$ cat config.mk
export PLATFORM = sky130hd
export DESIGN_NAME = duty_ramp_ctrl
export DESIGN_NICKNAME = d
export VERILOG_FILES = /design/src/rtl/duty_ramp_ctrl.sv
export SDC_FILE = /design/constraint.sdc
export NUM_CORES = 1
export LEC_CHECK = 0
export BUFFER_PORTS_ARGS = -buffer_cell sky130_fd_sc_hd__buf_4
export CORE_MARGIN = 4
export CORE_UTILIZATION = 57
export CTS_CLUSTER_DIAMETER = 150
export DETAILED_ROUTE_END_ITERATION = 7
export MAX_ROUTING_LAYER = met4
export PLACE_DENSITY = 0.78
export SKIP_CTS_REPAIR_TIMING = 1
export SYNTH_ARGS = -nofsm -noshare
export SYNTH_HDL_FRONTEND = slang
export SYNTH_SLANG_ARGS = --single-unit
$ cat constraint.sdc
create_clock -name clk_3125KHz -period 3.1 [get_ports clk_3125KHz]
set_input_delay 0.465 -clock clk_3125KHz [delete_from_list [all_inputs] [get_ports clk_3125KHz]]
set_output_delay 0.465 -clock clk_3125KHz [all_outputs]
set_load 0.02 [all_outputs]
$ cat src/rtl/duty_ramp_ctrl.sv
// Slew-rate limited duty command front end for a 16-clock PWM generator.
// Duty moves one LSB toward the target at PWM period boundaries; brake forces zero at once.
module duty_ramp_ctrl #(
  parameter int unsigned STEP_PERIODS = 4,
  parameter int unsigned MAX_DUTY     = 15
) (
  input  logic       clk_3125KHz,
  input  logic       reset,
  input  logic       cmd_valid,
  input  logic [3:0] cmd_duty,
  output logic       cmd_ready,
  input  logic       brake,
  output logic [3:0] duty_cycle,
  output logic       ramp_busy,
  output logic       period_tick
);

  typedef enum logic [1:0] {StIdle, StRampUp, StRampDown} state_e;

  localparam logic [3:0] MaxDuty  = 4'(MAX_DUTY);
  localparam logic [7:0] LastStep = 8'(STEP_PERIODS - 1);

  state_e     state_q, state_d;
  logic [3:0] phase_q, phase_d;
  logic       tick_q, tick_d;
  logic [3:0] duty_q, duty_d;
  logic [3:0] target_q, target_d;
  logic [7:0] step_q, step_d;
  logic [3:0] cmd_target;
  logic [3:0] duty_step;
  logic       boundary;
  logic       accept;

  assign phase_d    = phase_q + 4'd1;
  // Registered so the pulse lines up with the cycle in which phase reads 15.
  assign tick_d     = (phase_q == 4'd14);
  assign boundary   = (phase_q == 4'd15);
  assign cmd_target = (cmd_duty > MaxDuty) ? MaxDuty : cmd_duty;
  assign cmd_ready  = (state_q == StIdle) && !brake;
  assign accept     = cmd_valid && cmd_ready;
  assign duty_step  = (state_q == StRampUp) ? duty_q + 4'd1 : duty_q - 4'd1;

  always_comb begin
    state_d  = state_q;
    duty_d   = duty_q;
    target_d = target_q;
    step_d   = step_q;
    if (brake) begin
      state_d  = StIdle;
      duty_d   = 4'd0;
      target_d = 4'd0;
      step_d   = 8'd0;
    end else begin
      case (state_q)
        StIdle: begin
          if (accept) begin
            target_d = cmd_target;
            if (cmd_target > duty_q) begin
              state_d = StRampUp;
              step_d  = 8'd0;
            end else if (cmd_target < duty_q) begin
              state_d = StRampDown;
              step_d  = 8'd0;
            end
          end
        end
        StRampUp, StRampDown: begin
          if (boundary) begin
            if (step_q == LastStep) begin
              step_d = 8'd0;
              duty_d = duty_step;
              if (duty_step == target_q) begin
                state_d = StIdle;
              end
            end else begin
              step_d = step_q + 8'd1;
            end
          end
        end
        default: state_d = StIdle;
      endcase
    end
  end

  always_ff @(posedge clk_3125KHz) begin
    if (reset) begin
      state_q  <= StIdle;
      phase_q  <= 4'd0;
      tick_q   <= 1'b0;
      duty_q   <= 4'd0;
      target_q <= 4'd0;
      step_q   <= 8'd0;
    end else begin
      state_q  <= state_d;
      phase_q  <= phase_d;
      tick_q   <= tick_d;
      duty_q   <= duty_d;
      target_q <= target_d;
      step_q   <= step_d;
    end
  end

  assign duty_cycle  = duty_q;
  assign ramp_busy   = (state_q != StIdle);
  assign period_tick = tick_q;

endmodule

==> results.tsv <==
stage	metric	value	unit
layout	mostFrequentLayoutCells	dfxtp_1, nor2_1, buf_4	
placed_design	io_buffers	14	
layout	n_antenna_cell	0	
sta	hold_viol_final	0	
critical_path	worst-path-buf-inv	1	
routing	wirelength	2760	um
placed_design	dp_hpwl	2100	um
floorplanning	dieHeight	57.0	um
routing	first_pass_iters	4	
critical_path	crit_path_max_fanout	4	
clock_network	cts_max_level	1	
pwr	powerDensity	352	nW/um^2
sta	slew_headroom	50.1	%
placed_design	dp_cells	193	
job	max-cap-violations	0	
layout	final_nets	191	
global_routing	grt_pass1_wl	4700	um
sta	fmaxAchievable	390	MHz
yosys	synth_top_area_share	33.7	%
critical_path	critical_path.top_delay_family	adder cells	
layout	design_area	1520	um^2
critical_path	critPathLaunchType	flip-flop	
yosys	synth_edf_count	0	
min_path	min_path_type	in -> reg	
floorplanning	num_rows	17	
critical_path	rr_startpoint	state_q[1]	
yosys	synth-async-reset-ratio	0	%
sta	rsz0062_at_grt	no	
yosys	ys_seq_area_share	33.7	%
critical_path	crit_slowest_cell	fa_1	
sta	tightest_slew	0.745	ns
pwr	leakagePower	0.620	nW
critical_path	path_depth	8	
critical_path	critical_path_class	reg -> reg	
clock_network	clk_pin_slew	0.13	ns
layout	area_growth_syn_to_layout	11.4	%
routing	num_vias	1137	
routing	antenna_left	0	
clock_network	clock-root-buffer	clkbuf_4	
sta	fin_crit	2.57	ns
floorplanning	die-area	3250	um^2
clock_network	cts_tree	yes	
global_routing	grt_pass1_vias	1075	
floorplanning	core_area	2250	um^2
critical_path	endpoint_kind	flip-flop	
clock_network	cts.path.max_buffers	2	
yosys	ys_warn_count	0	
yosys	ys_ff_latch	23	
floorplanning	initial_core_util	60.7	%
yosys	synthCells	154	
critical_path	critPathLaunch	state_q[1]	
min_path	min_from	reset	
sta	finalSetupViolations	0	
layout	layout.cells.most_common	dfxtp_1	
pwr	ir_worst_vdd	0.314	mV
yosys	synth.avg_cell_area	8.88	um^2
sta	drv_slew	0	
yosys	synthTopCellsByArea	dfxtp_1, ha_1, xnor2_1	
critical_path	crit_required	3.32	ns
critical_path	critPathMaxStageDelay	0.50	ns
clock_network	cts_buffers	3	
global_routing	grt_max_degree	17	
outcome	status	complete, no violations	
global_routing	antenna_found_initial	0	
routing	drc	0	
sta	skew	0.000799	ns
critical_path	ff2ff_path_depth	8	
clock_network	clk_latency	0.31	ns
clock_network	cts_sinks	23	
sta	fin_crit_sh	82.8	%
yosys	syn-num-nets	175	
min_path	hold_depth	2	
yosys	yosys.area.top_type	dfxtp_1	
global_routing	grt_usage	18.6	%
critical_path	worstPathArrival	2.78	ns
layout	final_cell_count_no_fill	197	
sta	tns	0	ns
yosys	synthesis.area	1370	um^2
floorplanning	ioPinCount	15	
placed_design	gp_congestion	0.882	
routing	initialDrtViolationCount	22	
placed_design	place_area	1500	um^2
yosys	ys_types	39	
routing	wire_per_inst	14.0	um
routing	via_per_inst	5.77	
layout	drive_gt1_share	14.8	%
floorplanning	dieWidth	57.0	um
critical_path	crit_chain	inv_1 -> ha_1 -> fa_1 -> xnor2_1 -> or4_4 -> a2111oi_4 -> a211oi_1 -> a31o_1	
yosys	ys.flop_type	dfxtp_1	
global_routing	gr-total-overflow	0	
cell families (layout without fill, tap and decap cells):
kind of cell    Yosys count  in the layout  share of synthesized area [%]
simple gates             54             54                           22.3
compound gates           34             34                           17.0
flops                    23             23                           33.7
buf+inv                  14             29                           3.84
fa+ha+maj                13             13                           12.4
xor+xnor                 11             11                           7.05
mux                       5              5                           3.66
registers in the layout, summed over array words and instances (netlist names):
name         cells
step_q           8
duty_cycle       4
target_q         4
state_q          2
period_tick      1
phase_q          4
final timing paths:
| path | to | slack (ns) |
|---|---|---|
| max reg2reg | state_q[1] | 0.53 |
| min | phase_q[1] | 0.33 |
| min reg2reg | phase_q[0] | 0.49 |
| max | state_q[1] | 0.53 |
metrics by stage:
| step | power (mW) | setup slack (ns) | hold WS, ns | utilization (%) |
|---|---|---|---|---|
| final | 0.537 | 0.534 | 0.335 | 67.6 |
| after global routing | 0.566 | 0.418 | 0.335 | 67.6 |
| after CTS | 0.540 | 0.520 | 0.336 | 67.6 |
| after detailed placement | 0.401 | 0.538 | 0.456 | 66.4 |
| after global placement | 0.397 | 0.607 | 0.443 | 66.4 |
| after floorplan | 0.374 | 0.658 | 0.430 | - |
Yosys cell counts (all sizes together) (2+ instances only):
cell    instances
dfxtp          23
nor2           18
ha             12
a21oi          11
inv            11
xnor2           9
o21ai           8
nand2           7
mux2i           5
nand3           5
o21a            4
or4             4
clkbuf          3
nor3            3
or3             3
a211oi          2
a21o            2
and2            2
and3            2
nand4b          2
xor2            2
cell type report:
| type | count | area (um^2) |
|---|---|---|
| Tap cell | 28 | 35.0 |
| Clock buffer | 3 | 22.5 |
| Inverter | 11 | 41.3 |
| Clock inverter | 1 | 5.00 |
| Fill cell | 192 | 731 |
| Sequential cell | 23 | 460 |
| Timing Repair Buffer | 14 | 105 |
| Multi-Input combinational cell | 117 | 855 |
power by group:
group	switching [mW]	total [mW]	internal (mW)
clock	0.0935	0.142	0.0483
sequential	0.00505	0.306	0.301
combinational	0.0517	0.0888	0.0371
total	0.150	0.537	0.387
layer usage:
| metal | up-vias | track usage (%) | routed length (um) |
|---|---|---|---|
| met3 | 5 | 2.26 | 111 |
| met4 | 0 | 6.62 | 39 |
| met2 | 26 | 30.0 | 1330 |
| met5 | - | - | 0 |
| met1 | 528 | 24.0 | 1280 |
| li1 | 578 | - | - |
Power figures use the tool's default switching activity.
